`config.mk`:
```
export PLATFORM = sky130hd
export DESIGN_NAME = mem_port_arbiter
export DESIGN_NICKNAME = d
export VERILOG_FILES = /design/src/rtl/mem_arb_pkg.sv /design/src/rtl/mem_arb_pick.sv /design/src/rtl/mem_port_arbiter.sv
export SDC_FILE = /design/constraint.sdc
export NUM_CORES = 1
export LEC_CHECK = 0
export ABC_AREA = 1
export CAP_MARGIN = 20
export CORE_MARGIN = 8
export CORE_UTILIZATION = 40
export CTS_CLUSTER_SIZE = 28
export DETAILED_ROUTE_END_ITERATION = 10
export PLACE_DENSITY = 0.75
export SLEW_MARGIN = 10
export SYNTH_ARGS = -nofsm -noshare
export SYNTH_HDL_FRONTEND = slang
export SYNTH_SLANG_ARGS = --single-unit
```
`constraint.sdc`:
```
create_clock -name clk -period 2.95 [get_ports clk]
set_input_delay 0.885 -clock clk [delete_from_list [all_inputs] [get_ports clk]]
set_output_delay 0.885 -clock clk [all_outputs]
set_load 0.02 [all_outputs]
```
`src/rtl/mem_arb_pkg.sv`:
```
// Shared types and constants for the memory-port arbiter: FSM states, owner IDs,
// the legal RAM window and the RAM funct codes used by fetch and load/store.
package mem_arb_pkg;

  typedef enum logic [1:0] {ST_IDLE, ST_BUSY, ST_RESP} state_e;
  typedef enum logic {OWN_IF = 1'b0, OWN_D = 1'b1} owner_e;

  localparam logic [31:0] MEM_BASE = 32'h8000_0000;
  localparam logic [31:0] MEM_TOP  = 32'h87FF_FFFF;

  // RAM funct codes: {funct3, opcode}
  localparam logic [9:0] FUNC_LB  = {3'b000, 7'b0000011};
  localparam logic [9:0] FUNC_LH  = {3'b001, 7'b0000011};
  localparam logic [9:0] FUNC_LW  = {3'b010, 7'b0000011};
  localparam logic [9:0] FUNC_LBU = {3'b100, 7'b0000011};
  localparam logic [9:0] FUNC_LHU = {3'b101, 7'b0000011};
  localparam logic [9:0] FUNC_SB  = {3'b000, 7'b0100011};
  localparam logic [9:0] FUNC_SH  = {3'b001, 7'b0100011};
  localparam logic [9:0] FUNC_SW  = {3'b010, 7'b0100011};

  typedef struct packed {
    owner_e      owner;
    logic        we;
    logic        fault;
    logic [9:0]  funct;
    logic [31:0] addr;
    logic [31:0] wdata;
  } acc_t;

  function automatic logic addr_bad(input logic [31:0] a);
    return (a < MEM_BASE) || (a > MEM_TOP);
  endfunction

endpackage

```
`src/rtl/mem_arb_pick.sv`:
```
// Winner selection between fetch and load/store, with a saturating counter that
// forces a fetch grant after STARVE_MAX consecutive fetch losses (STARVE_MAX >= 1).
module mem_arb_pick #(
  parameter int STARVE_MAX = 4
) (
  input  logic clk,
  input  logic rst_n,
  input  logic arb_en,
  input  logic if_valid,
  input  logic d_valid,
  output logic grant_if,
  output logic grant_d
);

  localparam int SW = $clog2(STARVE_MAX + 1);
  localparam logic [SW-1:0] SMAX = SW'(STARVE_MAX);

  logic [SW-1:0] starve_q, starve_d;

  always_comb begin
    grant_if = arb_en && if_valid && (!d_valid || (starve_q == SMAX));
    grant_d  = arb_en && d_valid && !grant_if;
    starve_d = starve_q;
    if (grant_if)
      starve_d = '0;
    else if (arb_en && if_valid && (starve_q != SMAX))
      starve_d = starve_q + 1'b1;
  end

  always_ff @(posedge clk or negedge rst_n) begin
    if (!rst_n) starve_q <= '0;
    else        starve_q <= starve_d;
  end

endmodule

```
`src/rtl/mem_port_arbiter.sv`:
```
// Shares the single RAM port between fetch and load/store, one fixed-latency access
// at a time. Optional address window check: define MEM_ARB_ADDR_CHECK_EN.
module mem_port_arbiter
  import mem_arb_pkg::*;
#(
  parameter int MEM_LAT    = 1,
  parameter int STARVE_MAX = 4
) (
  input  logic        clk,
  input  logic        rst_n,
  input  logic        if_req_valid,
  output logic        if_req_ready,
  input  logic [31:0] if_req_addr,
  output logic        if_rsp_valid,
  output logic [31:0] if_rsp_data,
  output logic        if_rsp_fault,
  input  logic        d_req_valid,
  output logic        d_req_ready,
  input  logic        d_req_we,
  input  logic [9:0]  d_req_funct,
  input  logic [31:0] d_req_addr,
  input  logic [31:0] d_req_wdata,
  output logic        d_rsp_valid,
  output logic [31:0] d_rsp_data,
  output logic        d_rsp_fault,
  output logic        m_r_en,
  output logic        m_w_en,
  output logic [9:0]  m_funct,
  output logic [31:0] m_addr,
  output logic [31:0] m_wdata,
  input  logic [31:0] m_rdata
);

  localparam logic [3:0] BEAT_INIT = 4'(MEM_LAT - 1);

  state_e      state_q, state_d;
  acc_t        acc_q, acc_d;
  logic [3:0]  beat_q, beat_d;
  logic [31:0] if_data_q, if_data_d, d_data_q, d_data_d;
  logic        if_flt_q, if_flt_d, d_flt_q, d_flt_d;
  logic        grant_if, grant_d, req_fault;
  logic [31:0] sel_addr, rsp_word;

  // Arbitration only happens in IDLE and never while reset is held
  mem_arb_pick #(.STARVE_MAX(STARVE_MAX)) u_pick (
    .clk      (clk),
    .rst_n    (rst_n),
    .arb_en   ((state_q == ST_IDLE) && rst_n),
    .if_valid (if_req_valid),
    .d_valid  (d_req_valid),
    .grant_if (grant_if),
    .grant_d  (grant_d)
  );

  assign sel_addr = grant_if ? if_req_addr : d_req_addr;
`ifdef MEM_ARB_ADDR_CHECK_EN
  assign req_fault = addr_bad(sel_addr);
`else
  assign req_fault = 1'b0;
`endif

  // Stores and faulting accesses report zero data
  assign rsp_word = (acc_q.we || acc_q.fault) ? 32'h0 : m_rdata;

  always_comb begin
    state_d   = state_q;
    acc_d     = acc_q;
    beat_d    = beat_q;
    if_data_d = if_data_q;
    if_flt_d  = if_flt_q;
    d_data_d  = d_data_q;
    d_flt_d   = d_flt_q;
    case (state_q)
      ST_IDLE: if (grant_if || grant_d) begin
        if (grant_if) begin
          acc_d.owner = OWN_IF;
          acc_d.funct = FUNC_LW;
          acc_d.we    = 1'b0;
          acc_d.wdata = 32'h0;
        end else begin
          acc_d.owner = OWN_D;
          acc_d.funct = d_req_funct;
          acc_d.we    = d_req_we;
          acc_d.wdata = d_req_wdata;
        end
        acc_d.addr  = sel_addr;
        acc_d.fault = req_fault;
        beat_d      = BEAT_INIT;
        state_d     = ST_BUSY;
      end
      ST_BUSY: if (beat_q == 4'd0) begin
        if (acc_q.owner == OWN_IF) begin
          if_data_d = rsp_word;
          if_flt_d  = acc_q.fault;
        end else begin
          d_data_d = rsp_word;
          d_flt_d  = acc_q.fault;
        end
        state_d = ST_RESP;
      end else begin
        beat_d = beat_q - 4'd1;
      end
      ST_RESP: state_d = ST_IDLE;
      default: state_d = ST_IDLE;
    endcase
  end

  always_ff @(posedge clk or negedge rst_n) begin
    if (!rst_n) begin
      state_q   <= ST_IDLE;
      acc_q     <= '0;
      beat_q    <= '0;
      if_data_q <= '0;
      if_flt_q  <= 1'b0;
      d_data_q  <= '0;
      d_flt_q   <= 1'b0;
    end else begin
      state_q   <= state_d;
      acc_q     <= acc_d;
      beat_q    <= beat_d;
      if_data_q <= if_data_d;
      if_flt_q  <= if_flt_d;
      d_data_q  <= d_data_d;
      d_flt_q   <= d_flt_d;
    end
  end

  // Write enable only in the first BUSY beat so each store is one RAM write
  always_comb begin
    m_r_en       = 1'b0;
    m_w_en       = 1'b0;
    m_funct      = '0;
    m_addr       = '0;
    m_wdata      = '0;
    if_rsp_valid = 1'b0;
    d_rsp_valid  = 1'b0;
    case (state_q)
      ST_BUSY: begin
        m_addr  = acc_q.addr;
        m_funct = acc_q.funct;
        m_wdata = acc_q.wdata;
        m_r_en  = !acc_q.we && !acc_q.fault;
        m_w_en  = acc_q.we && !acc_q.fault && (beat_q == BEAT_INIT);
      end
      ST_RESP: begin
        if_rsp_valid = (acc_q.owner == OWN_IF);
        d_rsp_valid  = (acc_q.owner == OWN_D);
      end
      default: ;
    endcase
  end

  assign if_req_ready = grant_if;
  assign d_req_ready  = grant_d;
  assign if_rsp_data  = if_data_q;
  assign if_rsp_fault = if_flt_q;
  assign d_rsp_data   = d_data_q;
  assign d_rsp_fault  = d_flt_q;

endmodule

```
==> summary.txt, run 1 <==
Die
  • Initial Util: 40.6%
  • Die Wd: 151 um
  • # rows: between 40 and 50
  • Die ar.: ~23000 um^2
  • IO Count: 289
  • Placeable Area: ~18000 um^2
  • Die Height: 151 um

Finish
  • Multi-input gate area: 2600 um^2
  • Fillers: around 1600
  • Area growth, synth to finish: 50.7%
  • Most common cell after layout, fill and taps aside: nand2_1
  • Fin util: 61.3%
  • Antenna Cells: 0
  • Share of cells above drive strength 1: ~5.4%
  • Register area: between 3000 and 4000 um^2
  • Nets: 1404
  • Commonest cells after routing, fill and taps aside: nand2_1, clkdlybuf4s50_1, inv_1
  • Non-filler instance count after layout: 1499

Min path
  • Worst hold path type: flip-flop to flip-flop
  • HP Start: acc_q[33]$_DFFE_PN0P_
  • Worst Hold Path Cells: 2
  • WHS Endpoint: acc_q[33]$_DFFE_PN0P_

Worst setup path
  • R2R setup slack: 800 ps
  • R2R Path Start: state_q[0]$_DFFE_PN0P_
  • Critical Path Stages: 5
  • CP bufs+invs: 3
  • Crit path max-delay family: buffers and inverters
  • Crit path DAT: roughly 2000 ps
  • CP Capture Type: output pin
  • Startpoint types: input pin
  • Worst r2r path cells: 8
  • Setup CP Type: input pin to output pin
  • Required time of the critical path: a little over 2000 ps
  • Worst-path maximum fanout: 2
  • Slowest-stage cell, CP: clkdlybuf4s50_1
  • Capture point of the worst reg-to-reg path: acc_q[12]$_DFFE_PN0P_
  • Worst path max stage delay: 440 ps
  • CP cell instances: clkdlybuf4s50_1 -> nand2_1 -> inv_1 -> nor2_4 -> dlygate4sd2_1
  • Critical Path Source: d_req_valid

Synth
  • Area contributors post-synth: dfrtp_1, nand2_1, inv_1, o21ai_0, nor2_1
  • Synthesis Warnings: 0
  • Avg Synthesized Cell Area: 7.36 um^2
  • Share of the synthesized area in the top cell type: 51.2%
  • Register bit total from synthesis: 149
  • Post-Syn Instances: 989
  • Synth area leader: dfrtp_1
  • Synth cell types: 22
  • Seq/Total Area, Yosys: 51.2%
  • Mapped Area: 7280 um^2

Clock network
  • CTS Root Cell: clkbuf_16
  • Clock Latency Late Sink: 420 ps
  • CTS Hold Bufs: 0
  • Clk buf depth: 2
  • CTS buffer count: 17
  • Reg clk slew, reported paths: 60 ps
  • Postcts setup bufs: 0
  • CTS tree: yes
  • H-tree depth: 4
  • Clk sink count: 149

Timing
  • Worst slew margin: between 50 and 60%
  • Fin Clk Skew: 9.40 ps
  • Setup violators final: 0
  • Final worst-path cycle share: 97.7%
  • Hold WS: 478 ps
  • RSZ-0062 raised after global routing: false
  • Fmax: between 0.3 and 0.4 GHz
  • Worst slew pin tran: 707 ps
  • Max Slew Vio Count: 0
  • Final WS setup: 67.9 ps
  • Crit path time final: 2880 ps
  • Endpoints failing hold: 0

Status
  • Status: finished, final reports clean

Power
  • Peak supply drop: 0.000547 V
  • Cell Pwr Density: 1040 nW/um^2
  • Power, Total: 11.4 mW
  • Leakage: 6.15 nW

Placed design
  • GP Congestion: 0.807
  • Worst slack, placed: -212 ps
  • DP HPWL: 15900 um
  • Cells after DPL: 1467
  • IO Port Bufs: 286

Detailed routing
  • First-pass DRT Iterations: 5
  • WL final: roughly 23000 um
  • Final ANT Viol Nets: 0
  • Initial DRC Count: 264
  • Routed length per placed instance: 15.1 um
  • Via count: between 7000 and 8000
  • Vias per cell: approximately 4.7
  • Residual DRC: 0

Global routing
  • Vias in the first global route: 7156
  • Initial antenna violation count: 0
  • First-pass GRT wire length: 36000 um
  • Largest net degree at the start of global routing: 127
  • GR Util All Layers: 19.9%
  • Grt ovf: 0

Job
  • Max-capacitance violation count: 0
## Yosys cell counts
| cell | count |
|---|---|
| nand2_1 | 280 |
| inv_1 | 183 |
| dfrtp_1 | 149 |
| o21ai_0 | 118 |
| nor2_1 | 112 |
| nand3_1 | 44 |
| clkbuf_1 | 28 |
| o21ai_1 | 22 |
| buf_2 | 17 |
| buf_1 | 6 |
| buf_6 | 5 |
| a21oi_1 | 4 |
| ha_1 | 4 |
| xor2_1 | 3 |
| buf_4 | 2 |
| inv_2 | 2 |
| nand3_2 | 2 |
| nor2_2 | 2 |
| nor2_4 | 2 |
| nor3_1 | 2 |
| conb_1 | 1 |
| nand4_2 | 1 |
## metal layers
metal / GRT usage (%) / share of wire (%) / up-vias
met5: 0 / 0 / -
met4: 6.73 / 1.9 / 0
met3: 7.41 / 9.4 / 31
met2: 32.9 / 48 / 251
met1: 23.5 / 41 / 3262
li1: - / - / 3495
## worst max-delay path by stage
stage | end | slack (ps)
after floorplan | d_req_ready | 490
after global placement | if_req_ready | -190
after detailed placement | if_req_ready | -210
after CTS | m_addr[6] | 2
after global routing | if_req_ready | 10
final | if_req_ready | 70
## cell families after synthesis
logic type      share of synthesized area (%)
other cells                            0.0515
xor+xnor                                0.361
simple gates                             24.3
flops                                    51.2
compound gates                           9.90
fa+ha+maj                               0.688
buf+inv                                  13.4
## repair_timing
action	4_1_cts	5_1_grt
gates resized for setup	42	35
pin swaps	0	0
setup endpoints to repair	42	35
cloned	0	0
## power breakdown
group	total (mW)	switching, mW	internal, mW	leakage (nW)
Clock	2.14	0.927	1.21	0.290
Sequential	3.45	0.439	3.01	1.85
Combinational	5.79	3.54	2.25	4.01
Total	11.4	4.90	6.48	6.15
## worst reg2reg max path: stages, from the launching register on
cell,delay (ps)
dfrtp_1,460
nor2_4,230
nand3_2,130
buf_4,170
nand2_2,60
buf_4,320
buf_4,450
nand3_1,150
o21ai_0,120
## layout make-up
type	count	share of cell area [%]
clock buffers	18	4.00
clock inverters	14	1.25
inverters	185	6.33
multi-input cells	598	23.7
flip-flops and latches	149	34.0
well taps	229	2.61
repair buffers	306	28.1
## sequential cells by signal, summed over array words and instances, names as in the netlist
| name | cells |
|---|---|
| acc_q | 76 |
| u_pick.starve_q | 3 |
| if_rsp_data | 32 |
| state_q | 2 |
| d_rsp_data | 32 |
| beat_q | 4 |
## metrics by stage
| stage | TNS [ps] | area [um^2] |
|---|---|---|
| 6_report | 0 | 11000 |
| 5_1_grt | 0 | 11000 |
| 4_1_cts | 0 | 10900 |
| 3_5_place_dp | -212 | 10400 |
| 3_3_place_gp | -190 | 10400 |
| 2_1_floorplan | 0 | 7280 |
Note: power is estimated with default switching activity, not from simulation.
==> inputs of run 2 (changes only) <==
--- a/config.mk
+++ b/config.mk
@@ -12,6 +12,7 @@
 export CTS_CLUSTER_SIZE = 28
 export DETAILED_ROUTE_END_ITERATION = 10
 export PLACE_DENSITY = 0.75
+export SKIP_CTS_REPAIR_TIMING = 1
 export SLEW_MARGIN = 10
 export SYNTH_ARGS = -nofsm -noshare
 export SYNTH_HDL_FRONTEND = slang
==> summary.txt, run 2 (same netlist as run 1, synthesis figures left out) <==
Die
  • Placeable Area: 17900 um^2 (unchanged)
  • Die Wd: 151 um (unchanged)
  • Initial Util: 40.6% (unchanged)
  • Die Height: 151 um (unchanged)
  • IO Count: 289 (unchanged)
  • Die ar.: 22800 um^2 (unchanged)
  • # rows: 49 (unchanged)

Finish
  • Non-filler instance count after layout: 1499 (unchanged)
  • Nets: 1404 (unchanged)
  • Antenna Cells: 0 (unchanged)
  • Commonest cells after routing, fill and taps aside: nand2_1, clkdlybuf4s50_1, inv_1
  • Most common cell after layout, fill and taps aside: nand2_1
  • Largest register FFs: 76 (unchanged)
  • Fillers: 1593 (-2.1%)
  • Area growth, synth to finish: 52.9%
  • Design Area, Final: 11100 um^2 (+1.4%)
  • Largest Register: acc_q
  • Share of cells above drive strength 1: 5.35% (unchanged)

Global routing
  • Largest net degree at the start of global routing: 127 (unchanged)
  • GR Util All Layers: 19.9% (about the same)
  • Grt ovf: 0 (unchanged)
  • Vias in the first global route: 7158 (+0.028%)
  • Initial antenna violation count: 0 (unchanged)
  • First-pass GRT wire length: 36100 um (about the same)

Clock network
  • CTS tree: yes
  • Clock Latency Late Sink: 410 ps (about the same)
  • Clk buf depth: 2 (unchanged)
  • CTS Root Cell: clkbuf_16
  • Clk sink count: 149 (unchanged)
  • Reg clk slew, reported paths: 60 ps (about the same)
  • H-tree depth: 4 (unchanged)
  • CTS buffer count: 17 (unchanged)

Worst setup path
  • Startpoint types: input pin
  • R2R setup slack: 800 ps (about the same)
  • CP Capture Type: output pin
  • R2R Path Start: state_q[0]$_DFFE_PN0P_
  • Crit path DAT: 1950 ps (-50 ps)
  • Setup CP Type: input pin to output pin
  • Worst r2r path cells: 8 (unchanged)
  • Worst-path maximum fanout: 3 (+1)
  • Required time of the critical path: 2070 ps (about the same)
  • Capture point of the worst reg-to-reg path: acc_q[12]$_DFFE_PN0P_

Timing
  • Worst slew pin tran: 710 ps (+2.52 ps)
  • Worst slew margin: 52.7% (-0.17 points)
  • Final worst-path cycle share: 96.2% (-1.5 points)
  • Max Slew Vio Count: 0 (unchanged)
  • Fin Clk Skew: 9.90 ps (+0.504 ps)
  • Setup violators final: 0 (unchanged)
  • Crit path time final: 2840 ps (-43.6 ps)
  • Endpoints failing hold: 0 (unchanged)
  • Fmax: 0.352 GHz (+1.5%)
  • RSZ-0062 raised after global routing: false

Min path
  • WHS Endpoint: acc_q[38]$_DFFE_PN0P_
  • Worst hold path type: flip-flop to flip-flop
  • Worst Hold Path Cells: 2 (unchanged)
  • HP Start: acc_q[38]$_DFFE_PN0P_

Power
  • Peak supply drop: 0.000547 V (about the same)
  • Leakage: 6.65 nW (+8.2%)
  • Cell Pwr Density: 1040 nW/um^2 (-0.24%)
  • Power, Total: 11.5 mW (+1.2%)

Job
  • Max-capacitance violation count: 0 (unchanged)

Placed design
  • DP HPWL: 15900 um (unchanged)
  • Placed inst area: 10400 um^2 (unchanged)
  • Cells after DPL: 1467 (unchanged)
  • IO Port Bufs: 286 (unchanged)
  • GP Congestion: 0.807 (unchanged)

Status
  • Status: finished, final reports clean

Detailed routing
  • Vias per cell: 4.69 (-0.18%)
  • Via count: 7026 (-0.18%)
  • Initial DRC Count: 268 (+1.5%)
  • Residual DRC: 0 (unchanged)
  • WL final: 22600 um (+0.20%)
  • Routed length per placed instance: 15.1 um (+0.20%)
  • Final ANT Viol Nets: 0 (unchanged)
  • First-pass DRT Iterations: 4 (-1)
==> run 2: worst max path at each step <==
stage                       startpoint            to
after floorplan            d_req_valid   d_req_ready
after global placement     d_req_valid  if_req_ready
after detailed placement   d_req_valid  if_req_ready
after CTS                  d_req_valid  if_req_ready
after global routing      if_req_valid   d_req_ready
final                     if_req_valid   d_req_ready
==> run 2: cell type report <==
type | instances | area, um^2 | area share, %
repair buffers | 306 | 3240 | 29.1
flip-flops and latches | 149 | 3730 | 33.5
well taps | 229 | 287 | 2.58
inverters | 185 | 694 | 6.24
clock buffers | 18 | 439 | 3.95
clock inverters | 14 | 138 | 1.24
multi-input cells | 598 | 2600 | 23.3
==> run 2: routing by layer <==
metal / track usage, % / share of wire [%]
met1: 23.6 / 41
met2: 32.7 / 48
met3: 7.29 / 8.9
met4: 7.08 / 2.2
met5: 0 / 0
==> run 2: through the flow <==
stage / worst slack, ps / hold WS, ps / setup TNS (ps) / util (%)
floorplan: 495 / 442 / 0 / -
global placement: -190 / 454 / -190 / 57.8
detailed placement: -212 / 465 / -212 / 57.8
CTS: -224 / 481 / -1160 / 61.1
global route: 15.6 / 498 / 0 / 62.1
finish: 111 / 477 / 0 / 62.1
==> run 2: power by group <==
part           internal [mW]  total [mW]  switching, mW
sequential              3.01        3.45          0.440
clock                   1.21        2.13          0.924
combinational           2.39        5.93           3.55
==> run 2: worst max-delay path: stages <==
cell	delay (ps)
clkdlybuf4s50_1	490
nand3_2	110
buf_4	170
nand2_2	60
nand2_1	50
inv_1	50
buf_4	150
==> inputs of run 3 (changes only) <==
--- a/config.mk
+++ b/config.mk
@@ -5,13 +5,14 @@
 export SDC_FILE = /design/constraint.sdc
 export NUM_CORES = 1
 export LEC_CHECK = 0
-export ABC_AREA = 1
 export CAP_MARGIN = 20
 export CORE_MARGIN = 8
 export CORE_UTILIZATION = 40
+export CTS_BUF_LIST = sky130_fd_sc_hd__clkbuf_8
 export CTS_CLUSTER_SIZE = 28
 export DETAILED_ROUTE_END_ITERATION = 10
-export PLACE_DENSITY = 0.75
+export PLACE_DENSITY = 0.77
+export RECOVER_POWER = 50
 export SKIP_CTS_REPAIR_TIMING = 1
 export SLEW_MARGIN = 10
 export SYNTH_ARGS = -nofsm -noshare
==> summary.txt, run 3 <==
Synth
  • Avg Synthesized Cell Area: 12.8 um^2 (+74%)
  • Count leader, synth: dfrtp_1
  • Seq/Total Area, Yosys: 55.9% (+4.6 points)
  • Synth cell types: 41 (+86%)
  • Mapped Area: 6670 um^2 (-8.3%)
  • Synthesis Warnings: 0 (unchanged)
  • Post-Syn Instances: 521 (-47%)
  • Synth area leader: dfrtp_1
  • Ys flop type: dfrtp_1
  • Asr flop ratio synth: 100% (unchanged)
  • Share of the synthesized area in the top cell type: 55.9% (+4.6 points)
  • Commonest cells in the netlist: dfrtp_1, and2_1, mux2_2
  • Area contributors post-synth: dfrtp_1, mux2_2, and2_1, o221a_2, a22o_1
  • EDFF count, synth: 0 (unchanged)
  • Register bit total from synthesis: 149 (unchanged)

Detailed routing
  • Final ANT Viol Nets: 0 (unchanged)
  • Initial DRC Count: 196 (-27%)
  • First-pass DRT Iterations: 4 (unchanged)
  • Routed length per placed instance: 19.3 um (+28%)
  • WL final: 20100 um (-11%)
  • Vias per cell: 5.06 (+8.0%)
  • Via count: 5275 (-25%)
  • Residual DRC: 0 (unchanged)

Timing
  • Worst slew margin: 19.1% (-34 points)
  • Crit path time final: 2920 ps (+78.9 ps)
  • Max Slew Vio Count: 0 (unchanged)
  • Fin Clk Skew: 15.0 ps (+5.15 ps)
  • Worst slew pin tran: 1210 ps (+505 ps)
  • Endpoints failing hold: 0 (unchanged)
  • Fmax: 0.343 GHz (-2.7%)
  • Final WS setup: 32.6 ps (-78.9 ps)
  • Final worst-path cycle share: 98.9% (+2.7 points)
  • Setup violators final: 0 (unchanged)

Finish
  • Fillers: 1268 (-20%)
  • Commonest cells after routing, fill and taps aside: clkdlybuf4s50_1, dfrtp_1, dlymetal6s2s_1
  • Most common cell after layout, fill and taps aside: clkdlybuf4s50_1
  • Largest Register: acc_q
  • Nets: 955 (-32%)
  • Fin util: 63.9% (+1.7 points)
  • Largest register FFs: 76 (unchanged)
  • Share of cells above drive strength 1: 17.9% (+13 points)
  • Area growth, synth to finish: 57.6%

Clock network
  • CTS tree: yes
  • CTS buffer count: 17 (unchanged)
  • CTS Root Cell: clkbuf_8
  • H-tree depth: 4 (unchanged)
  • Clk buf depth: 2 (unchanged)
  • Clock Latency Late Sink: 450 ps (+40 ps)
  • Reg clk slew, reported paths: 70 ps (about the same)
  • Clk sink count: 149 (unchanged)

Die
  • Initial Util: 40.5% (-0.12 points)
  • Die ar.: 21100 um^2 (-7.4%)
  • # rows: 47 (-4.1%)
  • Die Wd: 145 um (-3.8%)
  • Die Height: 145 um (-3.8%)
  • Placeable Area: 16500 um^2 (-8.0%)
  • IO Count: 289 (unchanged)

Worst setup path
  • Worst-path maximum fanout: 7 (+4)
  • Setup CP Type: input pin to output pin
  • Required time of the critical path: 2070 ps (about the same)
  • Crit path DAT: 2030 ps (+80 ps)
  • Startpoint types: input pin
  • R2R setup slack: 720 ps (-80 ps)
  • CP Capture Type: output pin

Power
  • Peak supply drop: 0.000647 V (+18%)
  • Cell Pwr Density: 1040 nW/um^2 (+0.29%)
  • Power, Total: 10.9 mW (-5.2%)
  • Leakage: 5.46 nW (-18%)

Min path
  • Worst hold path type: flip-flop to flip-flop

Global routing
  • Largest net degree at the start of global routing: 93 (-27%)
  • Grt ovf: 0 (unchanged)
  • Initial antenna violation count: 0 (unchanged)
  • GR Util All Layers: 18.5% (-1.4 points)
  • Vias in the first global route: 5783 (-19%)
  • First-pass GRT wire length: 31500 um (-13%)

Status
  • Status: finished, final reports clean

Job
  • Max-capacitance violation count: 0 (unchanged)

Placed design
  • IO Port Bufs: 286 (unchanged)
  • Worst slack, placed: -388 ps (-176 ps)
  • DP HPWL: 14400 um (-9.9%)
  • GP Congestion: 0.805 (-0.22%)
==> run 3: cell types whose count changed after synthesis, moves of 16 or more <==
cell	delta
nand3_1	-43
or3_1	+32
mux2_1	+16
inv_1	-177
o221a_2	+32
and2_1	+75
nor2b_1	+36
o21ai_1	-21
a22o_1	+40
o21ai_0	-115
nor2_1	-107
nand2_1	-276
mux2_2	+48
==> run 3: path summary, 6_finish.rpt <==
path,from,endpoint,cells past startpoint
max,d_req_valid,if_req_ready,5
min in group asynchronous,rst_n,state_q[1]$_DFFE_PN0P_,2
max reg2reg,state_q[1]$_DFFE_PN0P_,d_rsp_data[2]$_DFFE_PN0P_,6
min reg2reg,if_rsp_data[17]$_DFFE_PN0P_,if_rsp_data[17]$_DFFE_PN0P_,1
max in group asynchronous,rst_n,if_rsp_data[19]$_DFFE_PN0P_,2
min,if_rsp_data[17]$_DFFE_PN0P_,if_rsp_data[17]$_DFFE_PN0P_,1
==> run 3: through the flow <==
step                area [um^2]  cells  hold slack, ps  TNS, ps
floorplan                  6680    522             452        0
global placement           9740   1002             465     -542
detailed placement         9760   1003             474     -577
CTS                       10200   1035             493    -6200
global route              10500   1041             511    -22.7
finish                    10500   1042             488        0
==> run 3: area by class of cell <==
cell class	count	area (um^2)	area share, %
flip-flops and latches	149	3730	35.5
inverters	7	28.8	0.274
clock inverters	14	184	1.75
diodes	1	2.50	0.0238
repair buffers	309	3340	31.7
well taps	220	275	2.62
clock buffers	18	248	2.36
multi-input cells	324	2710	25.8
==> run 3: critical path: stages <==
cell and delay [ps]:
clkdlybuf4s50_1 520, a21boi_4 280, buf_12 150, nor2_2 40, buf_4 150
==> run 3: layer usage <==
layer | routed length (um) | track usage (%) | up-vias
li1 | - | - | 2440
met1 | 8440 | 22.4 | 2588
met2 | 9800 | 29.8 | 215
met3 | 1430 | 6.62 | 32
met4 | 436 | 7.13 | 0
met5 | 0 | 0 | -
==> run 3: logic make-up (layout without fill, tap and decap cells) <==
kind of cell	Yosys count	after routing	share of synthesized area, %
DFF	149	149	55.9
other	1	3	0.0562
muxes	65	65	10.9
buffers and inverters	49	348	4.16
and+or+nand+nor	165	165	15.7
adders and majority gates	4	4	0.750
AOI/OAI and AO/OA	87	87	12.4
xor gates and xnor gates	1	1	0.131
==> run 3: power by group <==
part           switching, mW  internal, mW  total (mW)  leakage, nW
registers              0.515          2.94        3.45         1.80
logic                   2.80          2.96        5.77         3.44
clock network          0.758         0.940        1.70        0.222
